$ cat src/rtl/lsu_dccm_arb_pkg.sv
// ---------------------------------------------------------------------------
// lsu_dccm_arb_pkg
// Shared definitions for the LSU / store-buffer / DMA arbiter in front of the
// DCCM:
//   - default widths and the default starvation limit
//   - the arbiter FSM state encoding
//   - the one-hot grant bundle and the priority picker used by the top level
// ---------------------------------------------------------------------------
package lsu_dccm_arb_pkg;

    localparam int DCCM_BITS_DEFAULT   = 16;
    localparam int FDATA_WIDTH_DEFAULT = 39;
    localparam int STARVE_MAX_DEFAULT  = 7;
    localparam int WAIT_CNT_W          = 4;

    // Arbiter priority modes. NORMAL favours loads; each boost state lifts
    // one starved or urgent requester to the top until it is served.
    typedef enum logic [1:0] {
        NORMAL    = 2'd0,
        DMA_BOOST = 2'd1,
        ST_BOOST  = 2'd2
    } arb_state_e;

    typedef struct packed {
        logic ld;
        logic st;
        logic dma;
    } arb_gnt_t;

    // Fixed-priority pick for the current mode; returns at most one grant.
    function automatic arb_gnt_t pick_grant(
        input arb_state_e state,
        input logic       ld_req,
        input logic       st_req,
        input logic       dma_req
    );
        arb_gnt_t g;
        g = '0;
        case (state)
            DMA_BOOST: begin
                if (dma_req)     g.dma = 1'b1;
                else if (ld_req) g.ld  = 1'b1;
                else if (st_req) g.st  = 1'b1;
            end
            ST_BOOST: begin
                if (st_req)       g.st  = 1'b1;
                else if (ld_req)  g.ld  = 1'b1;
                else if (dma_req) g.dma = 1'b1;
            end
            default: begin
                if (ld_req)       g.ld  = 1'b1;
                else if (dma_req) g.dma = 1'b1;
                else if (st_req)  g.st  = 1'b1;
            end
        endcase
        return g;
    endfunction

endpackage

$ cat src/rtl/lsu_dccm_arb_if.sv
// ---------------------------------------------------------------------------
// lsu_dccm_arb_if
// Bundles every requester and memory-side signal of the DCCM arbiter.
//   slave  : the arbiter's view (requests/payloads/read data in, grants and
//            memory controls out)
//   master : the surrounding core's view (requesters plus the DCCM macro)
// Parameters:
//   DCCM_BITS   - DCCM byte-address width
//   FDATA_WIDTH - DCCM data width including ECC
// ---------------------------------------------------------------------------
interface lsu_dccm_arb_if
    import lsu_dccm_arb_pkg::*;
#(
    parameter int DCCM_BITS   = DCCM_BITS_DEFAULT,
    parameter int FDATA_WIDTH = FDATA_WIDTH_DEFAULT
);

    logic                   lsu_freeze_dc3;

    logic                   ld_req;
    logic [DCCM_BITS-1:0]   ld_addr_lo;
    logic [DCCM_BITS-1:0]   ld_addr_hi;
    logic                   ld_gnt;

    logic                   st_req;
    logic                   st_full;
    logic [DCCM_BITS-1:0]   st_addr;
    logic [FDATA_WIDTH-1:0] st_data;
    logic                   st_gnt;

    logic                   dma_req;
    logic                   dma_write;
    logic [DCCM_BITS-1:0]   dma_addr;
    logic [FDATA_WIDTH-1:0] dma_wdata;
    logic                   dma_gnt;
    logic                   dma_rvalid;
    logic [FDATA_WIDTH-1:0] dma_rdata;

    logic                   dccm_wren;
    logic                   dccm_rden;
    logic [DCCM_BITS-1:0]   dccm_wr_addr;
    logic [DCCM_BITS-1:0]   dccm_rd_addr_lo;
    logic [DCCM_BITS-1:0]   dccm_rd_addr_hi;
    logic [FDATA_WIDTH-1:0] dccm_wr_data;
    logic [FDATA_WIDTH-1:0] dccm_rd_data_lo;

    modport slave (
        input  lsu_freeze_dc3,
        input  ld_req, ld_addr_lo, ld_addr_hi,
        output ld_gnt,
        input  st_req, st_full, st_addr, st_data,
        output st_gnt,
        input  dma_req, dma_write, dma_addr, dma_wdata,
        output dma_gnt, dma_rvalid, dma_rdata,
        output dccm_wren, dccm_rden, dccm_wr_addr,
        output dccm_rd_addr_lo, dccm_rd_addr_hi, dccm_wr_data,
        input  dccm_rd_data_lo
    );

    modport master (
        output lsu_freeze_dc3,
        output ld_req, ld_addr_lo, ld_addr_hi,
        input  ld_gnt,
        output st_req, st_full, st_addr, st_data,
        input  st_gnt,
        output dma_req, dma_write, dma_addr, dma_wdata,
        input  dma_gnt, dma_rvalid, dma_rdata,
        input  dccm_wren, dccm_rden, dccm_wr_addr,
        input  dccm_rd_addr_lo, dccm_rd_addr_hi, dccm_wr_data,
        output dccm_rd_data_lo
    );

endinterface

$ cat src/rtl/lsu_dccm_arb_starve.sv
// ---------------------------------------------------------------------------
// lsu_dccm_arb_starve
// Starvation wait counter for one requester of the DCCM arbiter.
// Ports:
//   clk, rst_l - core clock, asynchronous active-low reset
//   freeze     - pipe freeze; a frozen cycle does not count as waiting
//   req, gnt   - the requester's request and this cycle's grant
//   starved    - the counter holds STARVE_MAX after this cycle's update
// The counter counts unfrozen cycles spent requesting without a grant,
// saturates at STARVE_MAX, and clears on a grant or a dropped request.
// ---------------------------------------------------------------------------
module lsu_dccm_arb_starve
    import lsu_dccm_arb_pkg::*;
#(
    parameter int STARVE_MAX = STARVE_MAX_DEFAULT
) (
    input  logic clk,
    input  logic rst_l,
    input  logic freeze,
    input  logic req,
    input  logic gnt,
    output logic starved
);

    localparam logic [WAIT_CNT_W-1:0] MAX_CNT = WAIT_CNT_W'(STARVE_MAX);

    logic [WAIT_CNT_W-1:0] wait_cnt;
    logic [WAIT_CNT_W-1:0] wait_cnt_nxt;

    always_comb begin
        wait_cnt_nxt = wait_cnt;
        if (!req || gnt) begin
            wait_cnt_nxt = '0;
        end else if (!freeze && (wait_cnt < MAX_CNT)) begin
            wait_cnt_nxt = wait_cnt + 1'b1;
        end
    end

    always_ff @(posedge clk or negedge rst_l) begin
        if (!rst_l) begin
            wait_cnt <= '0;
        end else begin
            wait_cnt <= wait_cnt_nxt;
        end
    end

    // Looking at the updated value lets the FSM enter its boost state on the
    // same edge the counter reaches the limit, so the starved requester is
    // served in the very next cycle instead of one cycle later.
    assign starved = (wait_cnt_nxt == MAX_CNT);

endmodule

$ cat src/rtl/lsu_dccm_arb.sv
// ---------------------------------------------------------------------------
// lsu_dccm_arb
// Arbitrates the single DCCM port between LSU loads, store-buffer writes and
// DMA reads/writes.
// Ports:
//   clk   - core clock
//   rst_l - asynchronous active-low reset
//   bus   - lsu_dccm_arb_if.slave: freeze, the three request/payload/grant
//           groups, the DMA read-return path and the DCCM memory controls
// Parameters:
//   DCCM_BITS, FDATA_WIDTH - address and data (with ECC) widths
//   STARVE_MAX             - wait cycles before a starved requester is
//                            promoted (1..15)
// Grants are combinational from the requests and the priority mode; the mode
// FSM, two starvation counters and the DMA read-return flag are registered.
// ---------------------------------------------------------------------------
module lsu_dccm_arb
    import lsu_dccm_arb_pkg::*;
#(
    parameter int DCCM_BITS   = DCCM_BITS_DEFAULT,
    parameter int FDATA_WIDTH = FDATA_WIDTH_DEFAULT,
    parameter int STARVE_MAX  = STARVE_MAX_DEFAULT
) (
    input  logic           clk,
    input  logic           rst_l,
    lsu_dccm_arb_if.slave  bus
);

    arb_state_e             state_q;
    arb_gnt_t               gnt;
    logic                   arb_en;
    logic                   dma_starved;
    logic                   st_starved;
    logic                   st_urgent;
    logic                   dma_rvalid_q;

    logic                   rden;
    logic                   wren;
    logic [DCCM_BITS-1:0]   rd_addr_lo;
    logic [DCCM_BITS-1:0]   rd_addr_hi;
    logic [DCCM_BITS-1:0]   wr_addr;
    logic [FDATA_WIDTH-1:0] wr_data;

    // Grants are suppressed while frozen and while reset is held, so every
    // output is quiet during reset even if requesters keep asserting.
    assign arb_en = rst_l & ~bus.lsu_freeze_dc3;

    always_comb begin
        gnt = '0;
        if (arb_en) begin
            gnt = pick_grant(state_q, bus.ld_req, bus.st_req, bus.dma_req);
        end
    end

    lsu_dccm_arb_starve #(
        .STARVE_MAX (STARVE_MAX)
    ) u_dma_starve (
        .clk     (clk),
        .rst_l   (rst_l),
        .freeze  (bus.lsu_freeze_dc3),
        .req     (bus.dma_req),
        .gnt     (gnt.dma),
        .starved (dma_starved)
    );

    lsu_dccm_arb_starve #(
        .STARVE_MAX (STARVE_MAX)
    ) u_st_starve (
        .clk     (clk),
        .rst_l   (rst_l),
        .freeze  (bus.lsu_freeze_dc3),
        .req     (bus.st_req),
        .gnt     (gnt.st),
        .starved (st_starved)
    );

    // A full store buffer needs draining right away, not after a starvation
    // period, so it is as urgent as a starved store.
    assign st_urgent = st_starved | (bus.st_full & bus.st_req);

    // Priority-mode FSM. A boost state is held until its requester is served
    // or withdraws; on exit the other requester's boost condition is
    // honoured directly so it does not have to pass through NORMAL first.
    // DMA starvation outranks store urgency when both arise from NORMAL.
    always_ff @(posedge clk or negedge rst_l) begin
        if (!rst_l) begin
            state_q <= NORMAL;
        end else begin
            case (state_q)
                NORMAL: begin
                    if (dma_starved)    state_q <= DMA_BOOST;
                    else if (st_urgent) state_q <= ST_BOOST;
                end
                DMA_BOOST: begin
                    if (gnt.dma || !bus.dma_req) begin
                        state_q <= st_urgent ? ST_BOOST : NORMAL;
                    end
                end
                ST_BOOST: begin
                    if (gnt.st || !bus.st_req) begin
                        state_q <= dma_starved ? DMA_BOOST : NORMAL;
                    end
                end
                default: state_q <= NORMAL;
            endcase
        end
    end

    // Steer the winner's address and data onto the DCCM port. A DMA read
    // uses the same address on both banks since it is always aligned.
    always_comb begin
        rden       = 1'b0;
        wren       = 1'b0;
        rd_addr_lo = '0;
        rd_addr_hi = '0;
        wr_addr    = '0;
        wr_data    = '0;
        if (gnt.ld) begin
            rden       = 1'b1;
            rd_addr_lo = bus.ld_addr_lo;
            rd_addr_hi = bus.ld_addr_hi;
        end else if (gnt.st) begin
            wren    = 1'b1;
            wr_addr = bus.st_addr;
            wr_data = bus.st_data;
        end else if (gnt.dma) begin
            if (bus.dma_write) begin
                wren    = 1'b1;
                wr_addr = bus.dma_addr;
                wr_data = bus.dma_wdata;
            end else begin
                rden       = 1'b1;
                rd_addr_lo = bus.dma_addr;
                rd_addr_hi = bus.dma_addr;
            end
        end
    end

    // The DCCM returns read data one cycle after the enable. The response is
    // delivered even if freeze rises meanwhile; only reset discards it.
    always_ff @(posedge clk or negedge rst_l) begin
        if (!rst_l) begin
            dma_rvalid_q <= 1'b0;
        end else begin
            dma_rvalid_q <= gnt.dma & ~bus.dma_write;
        end
    end

    assign bus.ld_gnt          = gnt.ld;
    assign bus.st_gnt          = gnt.st;
    assign bus.dma_gnt         = gnt.dma;
    assign bus.dma_rvalid      = dma_rvalid_q;
    assign bus.dma_rdata       = dma_rvalid_q ? bus.dccm_rd_data_lo : '0;
    assign bus.dccm_rden       = rden;
    assign bus.dccm_wren       = wren;
    assign bus.dccm_rd_addr_lo = rd_addr_lo;
    assign bus.dccm_rd_addr_hi = rd_addr_hi;
    assign bus.dccm_wr_addr    = wr_addr;
    assign bus.dccm_wr_data    = wr_data;

endmodule

$ cat src/flat_wrapper.sv
// flat-port wrapper written by rule: the top's interface ports become plain ports
module lsu_dccm_arb_flat import lsu_dccm_arb_pkg::*;
#(
    parameter int DCCM_BITS   = DCCM_BITS_DEFAULT,
    parameter int FDATA_WIDTH = FDATA_WIDTH_DEFAULT,
    parameter int STARVE_MAX  = STARVE_MAX_DEFAULT
)
  (clk, rst_l, bus_lsu_freeze_dc3, bus_ld_req, bus_ld_addr_lo, bus_ld_addr_hi, bus_ld_gnt, bus_st_req, bus_st_full, bus_st_addr, bus_st_data, bus_st_gnt, bus_dma_req, bus_dma_write, bus_dma_addr, bus_dma_wdata, bus_dma_gnt, bus_dma_rvalid, bus_dma_rdata, bus_dccm_wren, bus_dccm_rden, bus_dccm_wr_addr, bus_dccm_rd_addr_lo, bus_dccm_rd_addr_hi, bus_dccm_wr_data, bus_dccm_rd_data_lo);
  lsu_dccm_arb_if #(.DCCM_BITS(DCCM_BITS), .FDATA_WIDTH(FDATA_WIDTH)) bus_i ();
  input  logic clk;
  input  logic rst_l;
  input wire logic [$bits(bus_i.lsu_freeze_dc3)-1:0] bus_lsu_freeze_dc3;
  input wire logic [$bits(bus_i.ld_req)-1:0] bus_ld_req;
  input wire logic [$bits(bus_i.ld_addr_lo)-1:0] bus_ld_addr_lo;
  input wire logic [$bits(bus_i.ld_addr_hi)-1:0] bus_ld_addr_hi;
  output wire logic [$bits(bus_i.ld_gnt)-1:0] bus_ld_gnt;
  input wire logic [$bits(bus_i.st_req)-1:0] bus_st_req;
  input wire logic [$bits(bus_i.st_full)-1:0] bus_st_full;
  input wire logic [$bits(bus_i.st_addr)-1:0] bus_st_addr;
  input wire logic [$bits(bus_i.st_data)-1:0] bus_st_data;
  output wire logic [$bits(bus_i.st_gnt)-1:0] bus_st_gnt;
  input wire logic [$bits(bus_i.dma_req)-1:0] bus_dma_req;
  input wire logic [$bits(bus_i.dma_write)-1:0] bus_dma_write;
  input wire logic [$bits(bus_i.dma_addr)-1:0] bus_dma_addr;
  input wire logic [$bits(bus_i.dma_wdata)-1:0] bus_dma_wdata;
  output wire logic [$bits(bus_i.dma_gnt)-1:0] bus_dma_gnt;
  output wire logic [$bits(bus_i.dma_rvalid)-1:0] bus_dma_rvalid;
  output wire logic [$bits(bus_i.dma_rdata)-1:0] bus_dma_rdata;
  output wire logic [$bits(bus_i.dccm_wren)-1:0] bus_dccm_wren;
  output wire logic [$bits(bus_i.dccm_rden)-1:0] bus_dccm_rden;
  output wire logic [$bits(bus_i.dccm_wr_addr)-1:0] bus_dccm_wr_addr;
  output wire logic [$bits(bus_i.dccm_rd_addr_lo)-1:0] bus_dccm_rd_addr_lo;
  output wire logic [$bits(bus_i.dccm_rd_addr_hi)-1:0] bus_dccm_rd_addr_hi;
  output wire logic [$bits(bus_i.dccm_wr_data)-1:0] bus_dccm_wr_data;
  input wire logic [$bits(bus_i.dccm_rd_data_lo)-1:0] bus_dccm_rd_data_lo;
  assign bus_i.lsu_freeze_dc3 = bus_lsu_freeze_dc3;
  assign bus_i.ld_req = bus_ld_req;
  assign bus_i.ld_addr_lo = bus_ld_addr_lo;
  assign bus_i.ld_addr_hi = bus_ld_addr_hi;
  assign bus_ld_gnt = bus_i.ld_gnt;
  assign bus_i.st_req = bus_st_req;
  assign bus_i.st_full = bus_st_full;
  assign bus_i.st_addr = bus_st_addr;
  assign bus_i.st_data = bus_st_data;
  assign bus_st_gnt = bus_i.st_gnt;
  assign bus_i.dma_req = bus_dma_req;
  assign bus_i.dma_write = bus_dma_write;
  assign bus_i.dma_addr = bus_dma_addr;
  assign bus_i.dma_wdata = bus_dma_wdata;
  assign bus_dma_gnt = bus_i.dma_gnt;
  assign bus_dma_rvalid = bus_i.dma_rvalid;
  assign bus_dma_rdata = bus_i.dma_rdata;
  assign bus_dccm_wren = bus_i.dccm_wren;
  assign bus_dccm_rden = bus_i.dccm_rden;
  assign bus_dccm_wr_addr = bus_i.dccm_wr_addr;
  assign bus_dccm_rd_addr_lo = bus_i.dccm_rd_addr_lo;
  assign bus_dccm_rd_addr_hi = bus_i.dccm_rd_addr_hi;
  assign bus_dccm_wr_data = bus_i.dccm_wr_data;
  assign bus_i.dccm_rd_data_lo = bus_dccm_rd_data_lo;
  lsu_dccm_arb #(.DCCM_BITS(DCCM_BITS), .FDATA_WIDTH(FDATA_WIDTH), .STARVE_MAX(STARVE_MAX)) u_core (.clk(clk), .rst_l(rst_l), .bus(bus_i));
endmodule
$ cat config.mk
export PLATFORM = sky130hd
export DESIGN_NAME = lsu_dccm_arb_flat
export DESIGN_NICKNAME = d
export VERILOG_FILES = /design/src/rtl/lsu_dccm_arb_pkg.sv /design/src/rtl/lsu_dccm_arb_if.sv /design/src/rtl/lsu_dccm_arb_starve.sv /design/src/rtl/lsu_dccm_arb.sv /design/src/flat_wrapper.sv
export SDC_FILE = /design/constraint.sdc
export NUM_CORES = 1
export LEC_CHECK = 0
export ABC_CLOCK_PERIOD_IN_PS = 3500
export CAP_MARGIN = 20
export CORE_AREA = 2 2 124 126
export CTS_BUF_LIST = sky130_fd_sc_hd__clkbuf_16
export DETAILED_ROUTE_END_ITERATION = 8
export DIE_AREA = 0 0 126 128
export PLACE_DENSITY_LB_ADDON = 0.25
export SLEW_MARGIN = 15
export SYNTH_ARGS = -nofsm -noshare
export SYNTH_HDL_FRONTEND = slang
export SYNTH_SLANG_ARGS = --single-unit
$ cat constraint.sdc
create_clock -name clk -period 3.5 [get_ports clk]
set_input_delay 0.7 -clock clk [delete_from_list [all_inputs] [get_ports clk]]
set_output_delay 0.7 -clock clk [all_outputs]
set_load 0.05 [all_outputs]
==> results by group, run 1 <==
Outcome
  – Outcome: finished clean

Floorplanning
  – Die footprint: approximately 0.016 mm²
  – Die Wd: around 130 µm
  – Num rows: between 40 and 50
  – Die height: roughly 130 µm
  – Core Box Area: ~0.015 mm²
  – I/O pin count: between 300 and 400
  – Starting density of the core: between 15 and 20%

Yosys
  – Post-synth ARST share: between 90% and 100%
  – Dominant cell type by area after synthesis: nand2_1
  – EDFF count, synth: 0
  – Sequential area share after synthesis: around an eighth
  – Netlist cell types: 45
  – Synthesized net count: 591
  – Ys Warns: 0
  – Mean post-synth cell area: roughly 5.7 µm²
  – Post-synth top area share: roughly 27%
  – Post-synthesis instance total: a little under 400
  – Post-Syn Area: about 0.0023 mm²
  – Main synth FF type: dfrtp_1
  – Largest cells by area after synthesis: nand2_1, dfrtp_1, and2_1
  – Yosys reg bits: 11

Global route
  – GR Util All Layers: roughly 17%
  – Largest net degree at the start of global routing: 57
  – Number of global-route vias before repair: approximately 4.0k
  – Antenna violations before repair: 0
  – First-pass GRT wire length: ~22,000 µm
  – GR Overflow Total: 0

Cells and area
  – Ant. Diodes: 0
  – Non-filler cells, final: roughly 900
  – Finished Cell Area: ~0.0070 mm²
  – Utilization after layout: 46.8%
  – Area Overhead vs Synth: 206%
  – Layout net count: between 900 and 1k
  – Layout fillers: ~1.4k
  – Share of layout cells above drive strength 1: 23.5%

Worst setup path
  – WS Path Type: primary input to output pin
  – Critical Path AT: around 2.7 ns
  – Crit-path max FO: 39
  – Reg2reg path depth: 6
  – RR Startpoint: u_core.u_dma_starve.wait_cnt[0]
  – CP endpoint kind: output pin
  – CP startpoint kind: primary input
  – Crit path launch: bus_st_req
  – Worst path required time: 2.80 ns

CTS
  – CTS Sinks: 11
  – TritonCTS clock tree: yes
  – Worst-Skew Late Latency: approximately 0.24 ns
  – Clk buf depth: 2
  – Clock root buffer: clkbuf_16
  – H-tree Lvls: 1
  – CTS Buf Count: 3
  – Clock Pin Slew Worst Setup and Hold Paths: roughly 0.04 ns

Min path
  – Hold_sp: u_core.u_st_starve.wait_cnt[2]
  – Hold Crit Class: register to register
  – Hold path depth: 2

Placement
  – Placement Setup Slack: -0.0782 ns
  – Cell area after placement: 0.00671 mm²
  – Final HPWL DP: ~12,000 µm
  – Routability cong.: roughly 0.86
  – Post-Place Cells: ~900
  – Port bufs: 320

Timing
  – Final worst-path cycle share: 96.7%
  – Setup Viol. Count Final: 0
  – Slew @ Worst Pin: between 0.7 and 0.8 ns
  – Hold Vio Cnt, Final: 0
  – Shortest period the worst path allows: ~3.4 ns
  – TNS Setup: 0 ns
  – Final hold slack: about 0.55 ns
  – Max-slew violations: 0
  – Clk_skew: about 0.00080 ns
  – Fmax: around 300 MHz
  – Max_slew headroom: between 40% and 50%
  – Worst setup margin: about 0.12 ns

Drt
  – Post-DRT Antenna Nets: 0
  – DRT iter0 DRCs: 176
  – Final WL: between 10,000 and 15,000 µm
  – DR vias: ~4k
  – DRC violations left: 0
  – Avg Vias per Cell: about 4.5
  – Routed wire per std cell: around 17 µm
  – DRT Pass-1 Iters: 5

Power
  – P_leak: ~2.9 nW
  – PwrDens: roughly 200 mW/mm²
  – VDD IR max: about 100 µV
  – Pwr Total: ~1.4 mW

Run
  – Max_cap viols: 0
## sequential cells by signal, summed over array words and instances, names as in the netlist
register,count
u_core.state_q,2
u_core.u_st_starve.wait_cnt,4
u_core.u_dma_starve.wait_cnt,4
u_core.bus.dma_rvalid,1
## cells by family (layout without fill, tap and decap cells)
group / Yosys count / in the layout / share of synthesized area (%)
multiplexers: 3 / 3 / 1.38
flip-flops: 11 / 11 / 12.1
XOR/XNOR: 2 / 2 / 0.771
AND/OR/NAND/NOR: 254 / 254 / 49.7
buffers and inverters: 38 / 349 / 7.21
adder cells (fa/ha/maj): 6 / 6 / 3.30
AO/OA/AOI/OAI: 82 / 82 / 25.5
## synthesized netlist by cell type, drive strengths merged (2+ instances only)
cell	instances
nand2	163
and2	42
a21oi	41
nor2	29
a22oi	17
buf	15
clkbuf	13
dfrtp	11
inv	10
ha	6
nand2b	5
o21ai	4
a41oi	3
a211oi	2
a31oi	2
and3	2
mux2i	2
nand3	2
nand4	2
nor2b	2
o2111ai	2
o211ai	2
o311ai	2
o31ai	2
or4b	2
xnor2	2
## area by class of cell
| class | count | area (µm²) | share of cell area [%] |
|---|---|---|---|
| Clock buffer | 3 | 75.1 | 1.08 |
| Clock inverter | 1 | 3.75 | 0.0540 |
| Inverter | 10 | 37.5 | 0.540 |
| Multi-Input combinational cell | 347 | 2010 | 28.9 |
| Sequential cell | 11 | 275 | 3.96 |
| Tap cell | 188 | 235 | 3.38 |
| Timing Repair Buffer | 335 | 4320 | 62.1 |
## cell usage in the layout (no fill, tap or decap), types with 6 or more instances in the layout
master,instances
clkdlybuf4s50_1,227
inv_1,9
and2_1,42
a21oi_2,38
a22oi_1,17
ha_1,6
nor2_1,27
dfrtp_1,11
nand2_1,163
buf_12,97
buf_4,9
## power by group
part           total, mW  switching [mW]  internal, mW  leakage (nW)
registers          0.156          0.0172         0.139         0.150
clock network      0.206          0.0561         0.150        0.0423
logic              0.996           0.495         0.501          2.67
total               1.36           0.568         0.790          2.86
## repair_timing
action	in CTS	in global routing
pin swaps	1	2
gates cloned	0	1
setup endpoints to repair	4	71
buffers inserted	0	0
hold buffers	0	0
resized for setup	4	32
## metal layers
| metal | part of all wire (%) | wire length [µm] | up-vias | GRT usage, % |
|---|---|---|---|---|
| li1 | - | - | 1931 | - |
| met5 | 0 | 0 | - | 0 |
| met3 | 9.1 | 1350 | 23 | 3.80 |
| met1 | 35 | 5180 | 1808 | 17.8 |
| met2 | 54 | 7960 | 226 | 32.3 |
| met4 | 2.2 | 327 | 0 | 4.65 |
## worst paths after layout
kind,to,slack (ns)
min in group asynchronous,u_core.state_q[1],0.79
worst max register to register,u_core.state_q[0],1.11
worst min-delay path,u_core.u_st_starve.wait_cnt[2],0.55
max in group asynchronous,u_core.u_st_starve.wait_cnt[0],2.56
worst max-delay path,bus_dccm_wr_data[16],0.12
worst min register to register,u_core.u_st_starve.wait_cnt[2],0.55
## critical path: stages
cell,delay (ns)
clkdlybuf4s50_1,0.51
nor3b_4,0.31
o311ai_0,0.19
a211o_1,0.37
buf_12,0.21
a21oi_2,0.20
buf_12,0.16
Note: power is estimated with default switching activity, not from simulation.
==> run 2: changes to the inputs <==
--- a/constraint.sdc
+++ b/constraint.sdc
@@ -3,2 +3,2 @@
 set_output_delay 0.7 -clock clk [all_outputs]
-set_load 0.05 [all_outputs]
+set_load 0.005 [all_outputs]
==> results by group, run 2 (synthesized netlist as in run 1, its figures left out) <==
Worst setup path
  – Crit path max-delay family: buffers and inverters
  – Crit-path max FO: 5
  – CP endpoint kind: output pin
  – Critical path's largest stage delay: 0.45 ns
  – Slowest CP cell: clkdlybuf4s50_1
  – WP buf/inv: 5
  – Crit path cell chain: buf_4 > ha_1 > nor3b_2 > buf_4 > o311ai_4 > a211oi_4 > buf_12 > buf_12 > a22oi_1 > nor2_1 > clkdlybuf4s50_1
  – CP startpoint kind: register
  – Worst path required time: 2.80 ns
  – WS Path Type: register to output pin
  – Worst R2R Setup Slack: 0.90 ns
  – Critical Path AT: ~2.7 ns

Floorplanning
  – Starting density of the core: between 15 and 20%
  – Num rows: between 40 and 50
  – Die footprint: 0.0161 mm²
  – Core Box Area: roughly 0.015 mm²
  – I/O pin count: between 300 and 400
  – Die height: 128 µm
  – Die Wd: 126 µm

Drt
  – Met2 Routed Length: 7870 µm
  – Post-DRT Antenna Nets: 0
  – Metal-1 WL: around 5200 µm
  – DRC violations left: 0
  – Final WL: approximately 15,000 µm
  – Avg Vias per Cell: between 4 and 5
  – DRT Pass-1 Iters: 4
  – Routed wire per std cell: between 15 and 20 µm
  – DRT iter0 DRCs: roughly 150
  – Uppermost layer routed: met4
  – DR vias: ~4k
  – Routed met3 length: 1310 µm

Cells and area
  – Share of layout cells above drive strength 1: a little over a tenth
  – Commonest non-fill, non-tap cell in the layout: clkdlybuf4s50_1
  – Area Overhead vs Synth: 179%
  – Finished Cell Area: 0.00635 mm²
  – Ant. Diodes: 0
  – Layout net count: around 930
  – Most frequent cells in the layout: clkdlybuf4s50_1, nand2_1, a21oi_1
  – Largest regs: u_core.u_dma_starve.wait_cnt x4, u_core.u_st_starve.wait_cnt x4, u_core.state_q x2

CTS
  – CTS Sinks: 11
  – TritonCTS clock tree: yes
  – H-tree Lvls: 1
  – Clk buf depth: 2
  – Clock root buffer: clkbuf_16
  – Clock Pin Slew Worst Setup and Hold Paths: approximately 0.04 ns
  – Cts hold-fix bufs: 0
  – CTS Buf Count: 3
  – Worst-Skew Late Latency: roughly 0.24 ns

Power
  – Clock power share: a little under a fifth
  – Pwr Total: between 1 and 1.5 mW
  – Seq pwr share: 14.0%
  – NetSw: 0.361 mW
  – Sw frac: between 30 and 40%
  – PwrDens: about 170 mW/mm²
  – Gate power share: about 67%
  – Int Power: approximately 0.74 mW
  – P_leak: between 3 and 4 nW
  – VDD IR max: between 100 and 150 µV

Timing
  – TNS Setup: 0 ns
  – Worst setup margin: 0.107 ns
  – Fmax: between 200 and 300 MHz
  – Final worst-path cycle share: a little over nine tenths
  – Final hold slack: 0.565 ns
  – Max-slew violations: 0
  – Max_slew headroom: approximately half
  – Setup Viol. Count Final: 0
  – Clk_skew: ~0.0014 ns
  – RSZ-0062 raised after global routing: no
  – Hold Vio Cnt, Final: 0
  – Shortest period the worst path allows: approximately 3.4 ns
  – Slew @ Worst Pin: around 0.77 ns

Placement
  – Port bufs: 320
  – Cell area after placement: 0.00594 mm²
  – Placement Setup Slack: -0.245 ns
  – Routability cong.: ~0.84
  – Final HPWL DP: 11,900 µm

Global route
  – Largest net degree at the start of global routing: just over 40
  – Number of global-route vias before repair: just over 4k
  – Antenna violations before repair: 0
  – First-pass GRT wire length: around 22,000 µm
  – GR Util All Layers: about 17%
  – GR Overflow Total: 0

Outcome
  – Outcome: finished clean

Min path
  – Hold Crit Class: register to register

Run
  – Max_cap viols: 0
run 2: cell types whose count changed in the layout (fill, tap and decap cells not counted), sizes merged:
cell / change
buf: -64
clkbuf: +1
dlymetal6s2s: +29
clkdlybuf4s50: +35
bufbuf: +2
dlygate4sd2: +27
run 2: worst paths after layout:
kind / endpoint / startpoint / depth (start not counted)
worst max-delay path: bus_dccm_wr_addr[0] / u_core.state_q[1] / 11
worst min-delay path: u_core.u_st_starve.wait_cnt[2] / u_core.u_st_starve.wait_cnt[2] / 2
worst max register to register: u_core.state_q[0] / u_core.state_q[1] / 10
worst min register to register: u_core.u_st_starve.wait_cnt[2] / u_core.u_st_starve.wait_cnt[2] / 2
max in group asynchronous: u_core.u_st_starve.wait_cnt[2] / rst_l / 2
min in group asynchronous: u_core.u_dma_starve.wait_cnt[1] / rst_l / 2
run 2: stage by stage:
stage	std cells	utilization (%)
5_1_grt	925	42.7
3_5_place_dp	908	39.9
3_3_place_gp	908	39.9
6_report	925	42.7
2_1_floorplan	396	-
4_1_cts	921	41.8
run 2: metal layers:
metal | up-vias | track usage (%)
li1 | 1991 | -
met1 | 1839 | 17.5
met2 | 235 | 32.1
met3 | 25 | 4.22
met4 | 0 | 4.65
met5 | - | 0
run 2: cell type report:
| type | count | area (µm²) |
|---|---|---|
| fillers | 1514 | 8510 |
| repair buffers | 365 | 3800 |
| multi-input cells | 347 | 1920 |
| flip-flops and latches | 11 | 275 |
| well taps | 188 | 235 |
| clock buffers | 3 | 75.1 |
| inverters | 10 | 40.0 |
| clock inverters | 1 | 3.75 |
run 2: power by group through the flow:
stage               Combinational, mW  Sequential (mW)  Clock, mW
CTS                             0.733            0.152      0.207
global route                    0.802            0.157      0.214
detailed placement              0.666            0.157          0
floorplan                       0.229            0.151          0
finish                          0.742            0.154      0.206
global placement                0.659            0.156          0
run 2: worst reg2reg max path: cells and delay by family (launching register included):
family	cells	cell delay, ns
adders and majority gates	1	0.19
AOI/OAI and AO/OA	2	0.57
and+or+nand+nor	3	0.76
buffers and inverters	4	0.57
DFF	1	0.40
run 2: timing repair:
action                     4_1_cts  5_1_grt
setup buffers                    6        3
setup endpoints to repair       90       62
pin swaps                        5        2
resized for setup               48       38
cloned                           3        1
==> run 3: changes to the inputs <==
Settings changed: SKIP_LAST_GASP set to 1, SLEW_MARGIN 15 to not set.
==> results by group, run 3 (synthesized netlist as in run 1, its figures left out) <==
Placement
  – Port bufs: between 300 and 400
  – Routability cong.: between 0.8 and 0.9
  – Final HPWL DP: between 10,000 and 15,000 µm
  – Post-Place Cells: about 910

Timing
  – RSZ-0062 raised after global routing: yes
  – Hold Vio Cnt, Final: 0
  – Max_slew headroom: approximately half
  – Max-slew violations: 0
  – Worst setup margin: -0.0356 ns
  – Clk_skew: 0.00129 ns
  – Final worst-path cycle share: 101%
  – Fmax: 283 MHz
  – Shortest period the worst path allows: ~3.5 ns
  – Setup Viol. Count Final: 8
  – Slew @ Worst Pin: 0.766 ns

Drt
  – DR vias: between 4k and 5k
  – Post-DRT Antenna Nets: 0
  – DRT iter0 DRCs: ~180
  – DRT Pass-1 Iters: 4
  – DRC violations left: 0
  – Routed wire per std cell: 16.0 µm
  – Avg Vias per Cell: 4.41
  – Final WL: approximately 15,000 µm

Cells and area
  – Multi-input gate area: between 0.0015 and 0.002 mm²
  – Layout fillers: between 1.5k and 2k
  – Layout net count: around 930
  – Non-filler cells, final: between 900 and 1k
  – Ant. Diodes: 0
  – Largest regs: u_core.u_dma_starve.wait_cnt x4, u_core.u_st_starve.wait_cnt x4, u_core.state_q x2
  – Share of layout cells above drive strength 1: between 10% and 20%
  – Most frequent cells in the layout: clkdlybuf4s50_1, nand2_1, a21oi_1
  – Commonest non-fill, non-tap cell in the layout: clkdlybuf4s50_1
  – Area Overhead vs Synth: 180%
  – Utilization after layout: 42.8%
  – Register Area: 275 µm²

Global route
  – GR Util met3: approximately 4.2%
  – GR peak layer: met2
  – GR Util All Layers: between 10% and 20%
  – Largest net degree at the start of global routing: 41
  – Number of global-route vias before repair: ~4.1k
  – GR Overflow Total: 0
  – Antenna violations before repair: 0
  – GRT met2 Usage: 32.1%
  – First-pass GRT wire length: around 22,000 µm
  – Met1 global-route usage: 17.5%

Worst setup path
  – Critical Path AT: 2.84 ns
  – Crit-path max FO: 8
  – Worst R2R Setup Slack: between 0.9 and 1 ns
  – Critical path's largest stage delay: ~0.53 ns
  – Slowest CP cell: clkdlybuf4s50_1
  – WS Path Type: primary input to output pin
  – Worst path required time: 2.80 ns
  – Crit path cell chain: dlygate4sd2_1 > nor3b_4 > buf_4 > o311ai_4 > buf_6 > a2111oi_4 > buf_4 > buf_12 > nand2_1 > nand2_1 > clkdlybuf4s50_1
  – CP endpoint kind: output pin
  – CP startpoint kind: primary input
  – Crit path launch: bus_st_req
  – WP buf/inv: 6
  – Crit path max-delay family: buffers and inverters
  – RR Startpoint: u_core.state_q[1]

CTS
  – CTS Sinks: 11
  – Worst-Skew Late Latency: roughly 0.24 ns
  – Clk buf depth: 2
  – H-tree Lvls: 1
  – Clock Pin Slew Worst Setup and Hold Paths: around 0.040 ns
  – Cts hold-fix bufs: 0
  – CTS Buf Count: 3
  – Clock root buffer: clkbuf_16
  – TritonCTS clock tree: yes

Min path
  – Hold_sp: u_core.u_st_starve.wait_cnt[2]
  – Hold Crit Class: register to register

Floorplanning
  – Die Wd: approximately 130 µm
  – Die footprint: around 0.016 mm²
  – Die height: around 130 µm
  – Core Box Area: approximately 0.015 mm²
  – I/O pin count: approximately 320
  – Num rows: between 40 and 50
  – Starting density of the core: around 15%

Power
  – VDD IR max: between 100 and 150 µV
  – P_leak: between 3 and 4 nW
  – Pwr Total: approximately 1.1 mW
  – PwrDens: between 150 and 200 mW/mm²

Run
  – Max_cap viols: 0

Outcome
  – Failing checks: setup timing
  – Outcome: complete, but fails checks
-- run 3: power by group --
group / switching [mW] / total (mW) / leakage [nW] / internal [mW]
Clock: 0.0559 / 0.206 / 0.0423 / 0.150
Combinational: 0.291 / 0.756 / 2.97 / 0.465
Sequential: 0.0153 / 0.154 / 0.150 / 0.139
-- run 3: path summary, 6_finish.rpt --
path | to | cells after the start
setup / recovery | bus_dccm_rd_addr_hi[6] | 11
hold / removal | u_core.u_st_starve.wait_cnt[2] | 2
setup reg to reg | u_core.state_q[0] | 10
hold reg to reg | u_core.u_st_starve.wait_cnt[2] | 2
max in group asynchronous | u_core.u_st_starve.wait_cnt[2] | 2
min in group asynchronous | u_core.u_dma_starve.wait_cnt[1] | 2
-- run 3: timing repair --
| action | 4_1_cts | 5_1_grt |
|---|---|---|
| pin swaps | 5 | 2 |
| setup endpoints to repair | 90 | 72 |
| hold endpoints to repair | 0 | 0 |
| cloned | 3 | 1 |
| resized for setup | 35 | 35 |
| setup buffers | 6 | 4 |
-- run 3: metal layers --
| layer | vias to the layer above | routed length, µm |
|---|---|---|
| li1 | 1993 | - |
| met3 | 23 | 1350 |
| met5 | - | 0 |
| met4 | 0 | 299 |
| met2 | 237 | 7860 |
| met1 | 1833 | 5250 |
-- run 3: area by class of cell --
cell class              count  share of cell area (%)
repair buffers            366                    59.9
flip-flops and latches     11                    4.33
well taps                 188                    3.70
multi-input cells         347                    30.2
inverters                  10                   0.630
clock inverters             1                  0.0590
clock buffers               3                    1.18
-- run 3: through the flow --
step / worst slack (ns) / cell area, µm² / setup TNS [ns] / hold WS [ns]
2_1_floorplan: 0.625 / 2270 / 0 / 0.404
3_5_place_dp: -0.245 / 5940 / -14.61 / 0.565
6_report: -0.0356 / 6360 / -0.134 / 0.565
5_1_grt: -0.134 / 6360 / -1.10 / 0.620
3_3_place_gp: -0.186 / 5940 / -11.36 / 0.536
4_1_cts: -0.0487 / 6220 / -0.448 / 0.573
-- run 3: tightest hold or removal path: stages (launching register included) --
cell     delay [ns]
dfrtp_1        0.39
nor2_1         0.06
nor2_1         0.07
==> edit, RTL diff (flow settings as in run 3) <==
Set the package constant `WAIT_CNT_W` to 5 (it was 4).
--- a/src/rtl/lsu_dccm_arb_pkg.sv
+++ b/src/rtl/lsu_dccm_arb_pkg.sv
@@ -11,7 +11,7 @@
     localparam int DCCM_BITS_DEFAULT   = 16;
     localparam int FDATA_WIDTH_DEFAULT = 39;
     localparam int STARVE_MAX_DEFAULT  = 7;
-    localparam int WAIT_CNT_W          = 4;
+    localparam int WAIT_CNT_W          = 5;
 
     // Arbiter priority modes. NORMAL favours loads; each boost state lifts
     // one starved or urgent requester to the top until it is served.
Function: no difference found for any inputs over 4 cycles, from zero or initial values and one cycle with rst_l low; that may be too few to reach the edited logic, so the function may still have changed.
==> edit against run 3 <==
The flow still finishes with violations (negative setup slack); sequential cell count grew 2; final cell count shrank 6.6%; non-clock buffer count stayed put; worst setup slack got worse by 0.062 ns; area after synthesis down 2.5%; count of clock-buffer cells in the layout is the same; combinational power is 2.6% lower; routed wire length shrank 6.9%; cell area barely moved; die area did not move; power is 0.34% higher; critical path type unchanged.
==> edit: results <==
group,metric,value,unit
worst_setup_path,crit_path_end,"bus_dccm_wr_data[38]",
timing,setup_ws,-0.09728,ns
logic_synthesis,synth_common_cells,"87 x nand2_1, 48 x a22o_1, 41 x a21oi_1, 40 x and2_1, 15 x clkbuf_1",
logic_synthesis,seq_area_frac_synth,0.1467,
cts,ctsResizeCount,41,
timing,fin_hold_ws,0.4543,ns
timing,maxSlewHeadroom,0.4662,
cts,post-cts-setup-buffers,4,
timing,setup_violations,6,
worst_setup_path,slowest_delay,0.57,ns
logic_synthesis,synth.area.top_cells,"a22o_1 19%, nand2_1 15%, dfrtp_1 15%",
worst_setup_path,cp_max_fo,3,
placement,hpwl,10770,µm
run_status,violations,"negative setup slack",
logic_synthesis,syn_nets,529,
placement,placed_area,0.005836,mm²
logic_synthesis,synth_xor_area_frac,0,
placement,dp_slack,-0.2313,ns
cells_and_area,register_area,325.3,µm²
timing,clock_skew,0.001241,ns
drt,route.vias.total,3832,
worst_setup_path,r2r_setup_slack,1.05,ns
cells_and_area,fill_cells,1480,
drt,first_iter_violations,82,
global_route,grt_usage,0.1462,
cells_and_area,drive_gt1_frac,0.1123,
placement,dp_cells,842,
power,ir_drop,0.1338,mV
run_status,status,"complete, but fails checks",
logic_synthesis,syn_avg_cell_area,6.638,µm²
hold_path,hp-class,"input pin to asynchronous set/reset pin",
power,p_leak,3.547,nW
logic_synthesis,synth_top_area_share,0.1896,
power,p_switching,0.3473,mW
-- edit: power groups by stage --
stage	Clock (mW)	Sequential (mW)	Combinational, mW
CTS	0.210	0.177	0.706
finish	0.205	0.178	0.736
floorplan	0	0.174	0.233
global route	0.216	0.180	0.797
global placement	0	0.178	0.672
detailed placement	0	0.179	0.676
-- edit: final cells by class --
cell class,count,area share
Sequential cell,13,0.05121
Clock inverter,1,0.0005909
Timing Repair Buffer,366,0.6055
Multi-Input combinational cell,283,0.2866
Tap cell,188,0.03703
Clock buffer,3,0.01182
Inverter,11,0.007288
-- edit: layer usage --
| metal | GRT usage | vias up | wire [µm] |
|---|---|---|---|
| li1 | - | 1877 | - |
| met1 | 0.1473 | 1730 | 4782 |
| met2 | 0.2919 | 211 | 7434 |
| met3 | 0.05008 | 14 | 1370 |
| met4 | 0.02521 | 0 | 167 |
| met5 | 0 | - | 0 |
